$ cat src/rtl/nla_fifo_scheduler.sv
// Schedules the shared sync FIFO: round-robin producer writes, reads drained into a
// 2-entry output buffer, with write and read slots strictly alternating under contention.
module nla_fifo_scheduler #(
    parameter int unsigned          DATA_W  = 32,
    parameter int unsigned          N_REQ   = 4,
    parameter logic [DATA_W-1:0]    START_W = 32'h7F90_0000
) (
    input  logic                    clk_i,
    input  logic                    rstn_i,
    input  logic [N_REQ-1:0]        req_valid_i,
    input  logic [N_REQ*DATA_W-1:0] req_data_i,
    output logic [N_REQ-1:0]        req_ready_o,
    output logic                    fifo_wr_en_o,
    output logic [DATA_W-1:0]       fifo_wdata_o,
    output logic                    fifo_rd_en_o,
    input  logic [DATA_W-1:0]       fifo_rdata_i,
    input  logic                    fifo_full_i,
    input  logic                    fifo_empty_i,
    output logic                    out_valid_o,
    output logic [DATA_W-1:0]       out_data_o,
    input  logic                    out_ready_i,
    output logic                    frame_start_o
);

    localparam int unsigned IDX_W = $clog2(N_REQ);

    typedef enum logic {StWrTurn, StRdTurn} mode_e;

    mode_e              mode_q, mode_d;
    logic [IDX_W-1:0]   rr_ptr_q, rr_ptr_d;
    logic               in_flight_q;
    logic               frame_start_q, frame_start_d;
    logic [DATA_W-1:0]  buf_q [2];
    logic               buf_wr_ptr_q, buf_rd_ptr_q;
    logic [1:0]         buf_cnt_q;

    logic [N_REQ-1:0]   is_start;
    logic [N_REQ-1:0]   req_elig;
    logic               grant_found;
    logic [IDX_W-1:0]   grant_idx;
    logic [IDX_W-1:0]   scan_idx;
    logic [DATA_W-1:0]  grant_data;
    logic               wr_elig, rd_elig;
    logic               wr_slot, rd_slot;
    logic               buf_push, buf_pop;

    // Frame-start markers bypass the full flag because they never reach the FIFO.
    always_comb begin
        is_start = '0;
        req_elig = '0;
        for (int unsigned i = 0; i < N_REQ; i++) begin
            is_start[i] = (req_data_i[i*DATA_W +: DATA_W] == START_W);
            req_elig[i] = req_valid_i[i] && (!fifo_full_i || is_start[i]);
        end
    end

    always_comb begin
        grant_found = 1'b0;
        grant_idx   = '0;
        scan_idx    = '0;
        for (int unsigned k = 0; k < N_REQ; k++) begin
            scan_idx = IDX_W'((32'(rr_ptr_q) + k) % N_REQ);
            if (!grant_found && req_elig[scan_idx]) begin
                grant_found = 1'b1;
                grant_idx   = scan_idx;
            end
        end
    end

    assign grant_data = req_data_i[grant_idx*DATA_W +: DATA_W];
    assign wr_elig    = |req_elig;
    // Reserve buffer space for the word still in flight from the FIFO.
    assign rd_elig    = !fifo_empty_i && ((buf_cnt_q + {1'b0, in_flight_q}) < 2'd2);

    // Mode state register.
    always_ff @(posedge clk_i) begin
        if (!rstn_i) begin
            mode_q <= StWrTurn;
        end else begin
            mode_q <= mode_d;
        end
    end

    // Mode next state: flips only on contested slots.
    always_comb begin
        mode_d = mode_q;
        if (wr_elig && rd_elig) begin
            mode_d = (mode_q == StWrTurn) ? StRdTurn : StWrTurn;
        end
    end

    // Slot decision and port outputs.
    always_comb begin
        wr_slot       = 1'b0;
        rd_slot       = 1'b0;
        req_ready_o   = '0;
        fifo_wr_en_o  = 1'b0;
        fifo_wdata_o  = '0;
        fifo_rd_en_o  = 1'b0;
        frame_start_d = 1'b0;
        rr_ptr_d      = rr_ptr_q;
        if (rstn_i) begin
            if (wr_elig && rd_elig) begin
                wr_slot = (mode_q == StWrTurn);
                rd_slot = (mode_q == StRdTurn);
            end else begin
                wr_slot = wr_elig;
                rd_slot = rd_elig;
            end
        end
        if (wr_slot && grant_found) begin
            req_ready_o[grant_idx] = 1'b1;
            rr_ptr_d = (grant_idx == IDX_W'(N_REQ - 1)) ? '0 : grant_idx + 1'b1;
            if (is_start[grant_idx]) begin
                frame_start_d = 1'b1;
            end else begin
                fifo_wr_en_o = 1'b1;
                fifo_wdata_o = grant_data;
            end
        end
        fifo_rd_en_o = rd_slot;
    end

    assign buf_push      = in_flight_q;
    assign out_valid_o   = (buf_cnt_q != 2'd0);
    assign buf_pop       = out_valid_o && out_ready_i;
    assign out_data_o    = out_valid_o ? buf_q[buf_rd_ptr_q] : '0;
    assign frame_start_o = frame_start_q;

    always_ff @(posedge clk_i) begin
        if (!rstn_i) begin
            rr_ptr_q      <= '0;
            in_flight_q   <= 1'b0;
            frame_start_q <= 1'b0;
            buf_wr_ptr_q  <= 1'b0;
            buf_rd_ptr_q  <= 1'b0;
            buf_cnt_q     <= 2'd0;
        end else begin
            rr_ptr_q      <= rr_ptr_d;
            in_flight_q   <= fifo_rd_en_o;
            frame_start_q <= frame_start_d;
            if (buf_push) begin
                buf_wr_ptr_q <= ~buf_wr_ptr_q;
            end
            if (buf_pop) begin
                buf_rd_ptr_q <= ~buf_rd_ptr_q;
            end
            buf_cnt_q <= buf_cnt_q + 2'(buf_push) - 2'(buf_pop);
        end
    end

    always_ff @(posedge clk_i) begin
        if (rstn_i && buf_push) begin
            buf_q[buf_wr_ptr_q] <= fifo_rdata_i;
        end
    end

endmodule
$ cat config.mk
export PLATFORM = sky130hd
export DESIGN_NAME = nla_fifo_scheduler
export DESIGN_NICKNAME = d
export VERILOG_FILES = /design/src/rtl/nla_fifo_scheduler.sv
export SDC_FILE = /design/constraint.sdc
export NUM_CORES = 1
export LEC_CHECK = 0
export CAP_MARGIN = 15
export CORE_MARGIN = 1
export CORE_UTILIZATION = 40
export CTS_CLUSTER_SIZE = 14
export DETAILED_ROUTE_END_ITERATION = 8
export PLACE_DENSITY = 0.81
export SYNTH_ARGS = -nofsm -noshare
export SYNTH_HDL_FRONTEND = slang
export SYNTH_SLANG_ARGS = --single-unit
$ cat constraint.sdc
create_clock -name clk_i -period 3.1 [get_ports clk_i]
set_input_delay 0.31 -clock clk_i [delete_from_list [all_inputs] [get_ports clk_i]]
set_output_delay 0.31 -clock clk_i [all_outputs]
set_load 0.01 [all_outputs]
After elaboration in Yosys (flattened, before gate mapping)
Memory sizes are Yosys's and may differ from the RTL's. A register that Yosys moved wholly into a read port is not among the register bits.
Index checks and enable logic that the tools add are counted.
{"block": "totals", "reg_bits": 9, "latch_bits": 0, "ram_bits": 64, "rom_bits": 0, "in_bits": 169, "output_inout_bits": 72, "elab_cells": 92, "mem_count": 1}
{"memory": "buf_q", "words": 2, "word_bits": 32, "rd": 1, "rd_clocked_by_memory_dff": 1, "write_ports": 1, "line": "33", "source": "logic [DATA_W-1:0] buf_q [2];"}
{"block": "op_classes", "n_addsub": 6, "mul": 0, "div": 0, "n_lt_le_gt_ge": 7, "n_eq_ne": 5, "n_shift": 1, "muxes": 37, "bitwise_logic": 3, "reduce_logical": 25}
{"op": "== test 32 x 31 -> 1 bit, second input constant", "count": 4}
{"op": "indexed part select 128 x 8 -> 32 bit", "count": 1}
{"op": "two-way mux 32 bit", "count": 3}
{"op": "two-way mux 1 bit", "count": 22}
{"op": "< comparator 2 x 3 -> 1 bit, second input constant", "count": 5}
{"op": "logical AND 1 bit", "count": 13}
{"op": "binary-select mux 1 bit (select 2 bit)", "count": 5}
{"op": "two-way mux 2 bit", "count": 5}
{"op": "logical NOT 1 bit", "count": 5}
{"op": "adder 2 x 1 -> 2 bit, second input constant", "count": 2}
{"op": "adder 2 bit, second input constant", "count": 2}
{"op": "logical OR 1 bit", "count": 4}
{"op": "two-way mux 4 bit", "count": 1}
{"op": "OR reduction 4 bit", "count": 1}
{"op": "NOT 1 bit", "count": 3}
{"op": "adder 2 x 1 -> 2 bit", "count": 1}
{"op": "demux 1 bit (select 2 bit)", "count": 1}
{"op": "== test 2 bit, second input constant", "count": 1}
{"op": "greater-or-equal comparator 2 x 1 -> 1 bit, second input constant", "count": 1}
{"op": "< comparator 2 bit, second input constant", "count": 1}
{"op": "AND reduction 2 bit", "count": 1}
{"op": "nonzero test 2 bit", "count": 1}
{"op": "subtractor 2 x 1 -> 2 bit", "count": 1}

Longest topological paths before layout
Gate-level depths: netlist of the first run.
{"block": "logic_depth", "word_depth": 20, "mapped_depth": 13, "ltp_nobuf": 10}

Least setup slack after synthesis of the first run
OpenSTA, ideal clock, no wires.
{"block": "synth_timing", "path_type": "input to output", "startpoint": "input port req_data_i[112]", "endpoint": "output port fifo_wdata_o[16]", "arrival_ns": 2.408, "path_slack_ns": 0.382, "path_stages": 11, "path_buffers": 1, "cell_sequence": "nor4_1 > nand2_1 > o41ai_2 > nand2_1 > o21bai_4 > a211oi_4 > inv_2 > nor2_2 > a22o_4 > buf_6 > and3_1"}
{"block": "synth_via", "elab_chain_cells": 19, "elab_cells_between_ends": 35}
{"item": "from (decl)", "line": "11", "source": "input logic [N_REQ*DATA_W-1:0] req_data_i,"}
{"item": "parallel branches: the longest is 18 deep, another holds == test 32 x 31 -> 1 bit"}
{"item": "two-way mux 32 bit *", "line": "111", "source": "if (wr_slot && grant_found) begin"}
{"item": "to (decl)", "line": "14", "source": "output logic [DATA_W-1:0] fifo_wdata_o,"}
Mark *: on every way between the ends. The select of a mux whose other input is x is not followed.

Worst setup path after layout of the first run
{"block": "layout_timing", "startpoint": "input port req_data_i[41]", "endpoint": "output port fifo_wdata_o[30]"}
{"block": "layout_via", "elab_chain_cells": 19, "elab_cells_between_ends": 35}
{"item": "== test 32 x 31 -> 1 bit *", "line": "52", "source": "is_start[i] = (req_data_i[i*DATA_W +: DATA_W] == START_W);"}
{"item": "parallel branches: the longest is 17 deep, another holds binary-select mux 1 bit (select 2 bit)"}
{"item": "two-way mux 32 bit *", "line": "111"}
Marked as above.

==> metrics.md, run 1 <==
| Metric | Value |
|---|---|
| Gr ovfl total | `0` |
| Synth area leader | `edfxtp_1` |
| CTS tree | `yes` |
| Worst setup EP type | `output pin` |
| Fin crit share | `1.26` |
| CP max FO | `6` |
| Clk_lat worst skew | `0.33 ns` |
| Share of cells above drive strength 1 | `0.408` |
| Failing checks | `setup timing` |
| Register area share after synthesis | `0.460` |
| Gr usage total | `0.340` |
| Initial antenna violation count | `9` |
| Fin crit period | `~3.9 ns` |
| Clk pwr share | `0.209` |
| Buf/Inv on CP | `7` |
| Fmax | `257 MHz` |
| Detailed-route via count | `5,915` |
| Area grow syn2layout | `102%` |
| Sequential share of power | `0.274` |
| Post-route design area | `around 0.0093 mm^2` |
| P_leak | `about 4.1 nW` |
| Ys Warns | `0` |
| P_sw | `about 1.5 mW` |
| Die width | `between 100 and 150 um` |
| Die Y | `roughly 110 um` |
| Setup crit start | `req_data_i[41]` |
| Final RePlAce weighted congestion | `about 0.99` |
| Register bit total from synthesis | `74` |
| Largest net degree at the start of global routing | `34` |
| Clk pin slew, worst setup/hold paths | `0.06 ns` |
| Yosys top cell area share | `0.416` |
| Prevailing post-synth register cell | `edfxtp_1` |
| RSZ-0062 raised after global routing | `true` |
| Max-cap viol count | `0` |
| Mapped Area | `0.00461 mm^2` |
| Root buffer cell | `clkbuf_16` |
| Status | `finished, violations left` |
| R2r startpoint | `rr_ptr_q[1]$_SDFFE_PN0P_` |
| Worst-Margin Slew | `just under 0.6 ns` |
| Port-buffer cells | `240` |
| First-pass GRT wire length | `just under 30 mm` |
| Footprint of the multi-input gates | `a little over 0.003 mm^2` |
| Distinct cells, synth | `43` |
| Layout Skew | `roughly 0.0035 ns` |
| Combinational Power Share | `0.517` |
| WP data arrival | `between 3 and 4 ns` |
| Relative slew slack | `0.611` |
| Power Dens Cells | `471 mW/mm^2` |
| Synthesized Nets | `between 600 and 700` |
| Dpl hpwl | `13.5 mm` |
| Fill count | `roughly 560` |
| CP max-delay cell | `o41ai_4` |
| Core area | `0.0110 mm^2` |
| Final count of pins violating max slew | `0` |
| Crit path setup slack, layout | `-0.794 ns` |
| Placed cell areas | `0.00766 mm^2` |
| Final hold violation count | `0` |
| Top delay family on crit path | `buffers and inverters` |
| Clk sink count | `74` |
| Worst EP required | `between 2 and 3 ns` |
| Cells after Synth | `440` |
| H-tree depth | `3` |
| Int Pwr | `approximately 3 mW` |
| FFs w/ async S/R, synth | `0` |
| Initial cell density of the core | `0.418` |
| CP Cell Sequence | `clkdlybuf4s15_1 -> nor4_4 -> nand4_1 -> buf_4 -> o41ai_4 -> a32oi_1 -> o21bai_1 -> a21o_4 -> buf_6 -> buf_6 -> buf_16 -> buf_4 -> mux2i_1 -> nand2_1 -> and3_4 -> buf_6` |
| Worst min-delay path startpoint | `mode_q$_SDFFE_PN0P_` |
| Die ar. | `between 0.01 and 0.015 mm^2` |
| Most common cell after layout, fill and taps aside | `buf_4` |
| Io pins | `between 200 and 250` |
| Maximum clock insertion buffer count | `2` |
| Slowest stage delay, CP | `~0.45 ns` |
| Maximum vdd ir drop | `0.478 mV` |
| Final wirelength | `between 20 and 30 mm` |
| Register area | `~0.0021 mm^2` |
| Drt via density | `about 6.1` |
| Sw Share | `0.337` |
| DRT antenna net count | `0` |
| Most frequent CP cell | `buf_6` |
| Largest cells by area after synthesis | `edfxtp_1 (42%), mux2i_1 (21%), nand2_1 (6.5%)` |
| Num CTS Buffers | `9` |
| DR pass1 iterations | `7` |
| CP Class | `input port to output pin` |
| Startpoint Class | `input port` |
| EDFF count, synth | `64` |
| Fin nets | `between 900 and 1,000` |
| DRC violations left | `0` |
| Vias in the first global route | `5,683` |
| Drt wl/cell | `between 20 and 30 um` |
| Initial DRC Count | `approximately 530` |
| Sum Neg Setup Slack | `-24.18 ns` |
| Worst Hold Class | `flip-flop to flip-flop` |
| Tot Pwr | `4.40 mW` |
| Setup Viol. Count Final | `38` |
| Rows | `38` |
| Commonest cells after routing, fill and taps aside | `buf_4 (106), mux2i_1 (89), clkdlybuf4s50_1 (88)` |
| Syn_area_per_cell | `10.5 um^2` |
[state kept, by name, indices dropped and copies added (netlist names), named ones only]
| name | cells |
|---|---|
| buf_wr_ptr_q | 1 |
| rr_ptr_q | 2 |
| frame_start_o | 1 |
| buf_cnt_q | 2 |
| buf_q | 64 |
| buf_rd_ptr_q | 1 |
| mode_q | 1 |
| buf_push | 1 |
[area by class of cell]
class	instances	area share
repair buffers	386	0.396
diodes	9	0.00241
flip-flops and latches	74	0.227
inverters	7	0.00281
clock inverters	6	0.00456
well taps	140	0.0188
multi-input cells	338	0.323
clock buffers	10	0.0245
[metrics by stage]
step                setup slack, ns   util  hold WS (ns)  instances
global route                 -0.894  0.846         0.550        969
CTS                          -0.178  0.796         0.506        945
floorplan                     0.382      -         0.409        440
finish                       -0.794  0.847         0.516        970
detailed placement           -0.859  0.695         0.487        872
global placement             -0.781  0.695         0.477        872
[routing by layer]
| layer | up-vias | track usage | wire (um) |
|---|---|---|---|
| met2 | 562 | 0.606 | 11600 |
| met1 | 2698 | 0.343 | 7810 |
| met3 | 249 | 0.0794 | 2850 |
| li1 | 2406 | - | - |
| met4 | 0 | 0.256 | 2830 |
| met5 | - | 0 | 0 |
[repair_timing]
| action | 4_1_cts | 5_1_grt |
|---|---|---|
| resized for setup | 469 | 109 |
| hold buffers | 0 | 0 |
| setup endpoints to repair | 37 | 37 |
| gates cloned | 8 | 2 |
| setup buffers | 50 | 18 |
| pin swaps | 64 | 33 |
[worst register-to-register path, delay by kind of cell, from the launching register on]
kind	cells	cell delay [ns]
compound gates	3	0.66
mux	1	0.41
flops	1	0.54
buf+inv	4	0.46
simple gates	2	0.22
[final timing paths]
path                            cells past startpoint  slack, ns                  endpoint
worst max-delay path                               16      -0.79          fifo_wdata_o[30]
worst min-delay path                                2       0.52       buf_push$_SDFF_PN0_
worst max register to register                     10       0.71  frame_start_o$_SDFF_PN0_
worst min register to register                      2       0.52       buf_push$_SDFF_PN0_
[synth_stat cells, types with 3 or more instances]
library cell,count
nand4b_1,3
mux2i_1,98
buf_6,4
dfxtp_1,10
edfxtp_1,64
ha_1,6
nand4_1,8
and2_1,10
buf_4,4
buf_2,7
clkbuf_1,7
nor4_1,21
nor4bb_1,4
buf_1,3
xor2_1,4
nor2_1,36
nand2_1,80
and3_1,34
inv_1,5
[power by group through the flow]
| stage | Clock [mW] | Sequential [mW] | Combinational [mW] |
|---|---|---|---|
| floorplan | 0 | 1.19 | 0.865 |
| global placement | 0 | 1.22 | 1.72 |
| detailed placement | 0 | 1.22 | 1.75 |
| CTS | 0.930 | 1.20 | 2.01 |
| global route | 0.969 | 1.21 | 2.37 |
| finish | 0.920 | 1.20 | 2.28 |
[kinds of logic after synthesis]
| logic type | share of synthesized area |
|---|---|
| AOI/OAI and AO/OA | 0.0374 |
| xor gates and xnor gates | 0.00949 |
| adders and majority gates | 0.0163 |
| buffers and inverters | 0.0377 |
| DFF | 0.460 |
| muxes | 0.213 |
| and+or+nand+nor | 0.227 |
(Power assumes the default switching activity.)
==> run 2, diff against run 1 <==
Settings changed: CAP_MARGIN 15 to 20.
==> results of run 2 <==
The final DEF is identical to that of run 1; final timing and power are the same.
==> run 3, diff against run 2 <==
Settings changed: SLEW_MARGIN from default to 20.
Clock period 3.1 ns to 4.3 ns, I/O delays scaled along.
==> run 3 against run 2 <==
  * The run now ends clean
  * Setup slack better by 0.88 ns
  * Register-to-register slack gained 1.6 ns
  * First-iteration DRC count shrank 46%
  * Wire length is 34% lower
  * Sequential power decreased by 25%
  * Flip-flop and latch count unchanged
  * Largest power group unchanged
  * Total power shrank 36%
  * Utilization decreased by 14 points
  * Via count is 23% lower
  * Critical path depth down 5
  * Critical path type unchanged
  * Combinational power is 47% lower
==> metrics.md, run 3 (synthesis results as in run 1) <==
| Metric | Value |
|---|---|
| Gr usage total | `0.260` |
| DRT antenna net count | `0` |
| Final hold violation count | `0` |
| Initial antenna violation count | `1` |
| Drt via density | `between 5 and 6` |
| Startpoint Class | `input port` |
| Dpl hpwl | `~13 mm` |
| Layout Skew | `0.00413 ns` |
| Worst EP required | `3.87 ns` |
| Detailed-route via count | `around 4,600` |
| Status | `completed` |
| Most frequent CP cell | `clkdlybuf4s50_1` |
| Die Y | `about 110 um` |
| Final wirelength | `16.5 mm` |
| Sw Share | `0.306` |
| Sequential share of power | `0.320` |
| Fill count | `~830` |
| Hold slack | `roughly 0.50 ns` |
| Top delay family on crit path | `compound AO/OA/AOI/OAI gates` |
| Initial DRC Count | `about 290` |
| Layout Utilization | `0.706` |
| CP Cell Sequence | `clkdlybuf4s50_1 -> nor4_2 -> nand4_1 -> o41ai_4 -> a32oi_1 -> o21bai_1 -> a21o_4 -> mux2i_4 -> a22o_4 -> and3_1 -> clkdlybuf4s50_1` |
| Crit path setup slack, layout | `between 0.08 and 0.09 ns` |
| Commonest cells after routing, fill and taps aside | `clkdlybuf4s50_1 (211), mux2i_1 (96), nand2_1 (79)` |
| Combinational Power Share | `0.429` |
| Final RePlAce weighted congestion | `between 0.9 and 1` |
| Fin crit share | `0.981` |
| P_sw | `between 800 and 900 uW` |
| Port-buffer cells | `between 200 and 250` |
| Fin nets | `approximately 870` |
| First-pass GRT wire length | `~23 mm` |
| Largest net degree at the start of global routing | `34` |
| Rows | `38` |
| Clk_lat worst skew | `approximately 0.32 ns` |
| Root buffer cell | `clkbuf_16` |
| Final count of pins violating max slew | `0` |
| Slowest stage delay, CP | `about 0.53 ns` |
| Fmax | `237 MHz` |
| Power Dens Cells | `around 360 mW/mm^2` |
| Clk pin slew, worst setup/hold paths | `~0.05 ns` |
| CP max FO | `8` |
| CTS tree | `yes` |
| Io pins | `about 240` |
| Max reg flops | `64` |
| H-tree depth | `3` |
| Gr ovfl total | `0` |
| Hold Buf Count CTS | `0` |
| CP max-delay cell | `o41ai_4` |
| Relative slew slack | `0.349` |
| WP data arrival | `~3.8 ns` |
| Area grow syn2layout | `68.7%` |
| Maximum vdd ir drop | `0.339 mV` |
| Maximum clock insertion buffer count | `2` |
| Die ar. | `approximately 0.012 mm^2` |
| Setup Viol. Count Final | `0` |
| Worst Hold Class | `flip-flop to flip-flop` |
| Core area | `approximately 0.011 mm^2` |
| Max-cap viol count | `0` |
| DR pass1 iterations | `5` |
| Initial cell density of the core | `0.418` |
| Biggest register | `buf_q` |
| DRC violations left | `0` |
| CP Class | `input port to output pin` |
| Most common cell after layout, fill and taps aside | `clkdlybuf4s50_1` |
| Worst-Margin Slew | `between 0.9 and 1 ns` |
| Die width | `roughly 110 um` |
| Vias in the first global route | `approximately 4,500` |
| Worst setup EP type | `output pin` |
| Share of cells above drive strength 1 | `0.0918` |
| P_leak | `between 3 and 4 nW` |
| Clk pwr share | `0.251` |
| Biggest regs | `buf_q: 64 flops, buf_cnt_q: 2 flops, rr_ptr_q: 2 flops` |
| Fin crit period | `4.22 ns` |
| Drt wl/cell | `19.7 um` |
| Num CTS Buffers | `9` |
| Buf/Inv on CP | `2` |
| Int Pwr | `1.96 mW` |
| Setup Slack @ Placement | `just over 0.008 ns` |
| Sum Neg Setup Slack | `0 ns` |
| Clk sink count | `74` |
==> run 3: changes by cell type in the layout (fill, tap and decap cells not counted), sizes merged, moves of 2 or more <==
cell / before / now
dlymetal6s2s: 9 / 29
buf: 207 / 23
clkbuf: 16 / 12
diode: 9 / 1
clkdlybuf4s50: 88 / 211
dlygate4sd2: 59 / 0
clkdlybuf4s15: 17 / 0
a22o: 5 / 3
==> run 3: final timing paths <==
kind	depth (start not counted)	slack, ns	startpoint	end
min reg2reg	2	0.50	mode_q$_SDFFE_PN0P_	buf_push$_SDFF_PN0_
max	11	0.08	req_data_i[38]	fifo_wdata_o[29]
max reg2reg	8	2.32	rr_ptr_q[1]$_SDFFE_PN0P_	rr_ptr_q[1]$_SDFFE_PN0P_
min	2	0.50	mode_q$_SDFFE_PN0P_	buf_push$_SDFF_PN0_
==> run 3: routing by layer <==
| metal | wire length [um] | vias up | track usage |
|---|---|---|---|
| li1 | - | 2145 | - |
| met1 | 6040 | 2108 | 0.284 |
| met2 | 8160 | 253 | 0.456 |
| met3 | 1440 | 55 | 0.0782 |
| met4 | 843 | 0 | 0.134 |
| met5 | 0 | - | 0 |
==> run 3: cell type report <==
cell class / instances / area [um^2] / share of cell area
diodes: 1 / 2.50 / 0.000321
flip-flops and latches: 74 / 2120 / 0.273
clock inverters: 5 / 56.3 / 0.00723
clock buffers: 11 / 233 / 0.0299
multi-input cells: 336 / 2460 / 0.315
inverters: 7 / 26.3 / 0.00337
repair buffers: 264 / 2710 / 0.349
well taps: 140 / 175 / 0.0225
==> run 3: tightest hold or removal path, stage by stage, from the launching register on <==
cell and delay (ns):
dfxtp_1 0.32, inv_1 0.07, a21oi_1 0.06
==> run 3: power by group through the flow <==
stage | sequential (mW) | clock [mW] | combinational [mW]
2_1_floorplan | 0.856 | 0 | 0.623
3_3_place_gp | 0.919 | 0 | 1.16
5_1_grt | 0.913 | 0.754 | 1.31
4_1_cts | 0.906 | 0.725 | 1.18
3_5_place_dp | 0.920 | 0 | 1.17
6_report | 0.904 | 0.708 | 1.21
==> run 3: repair_timing <==
action / in CTS / in global routing
gates cloned: 0 / 3
resized for setup: 1 / 45
setup buffers: 0 / 9
endpoints found under the setup margin: 2 / 33
pin swaps: 0 / 5
==> run 3: per-stage QoR <==
stage	power [mW]	cell area, um^2	instances
6_report	2.83	7790	838
4_1_cts	2.81	7490	825
2_1_floorplan	1.48	4610	440
5_1_grt	2.98	7790	838
3_3_place_gp	2.08	7190	809
3_5_place_dp	2.09	7190	809
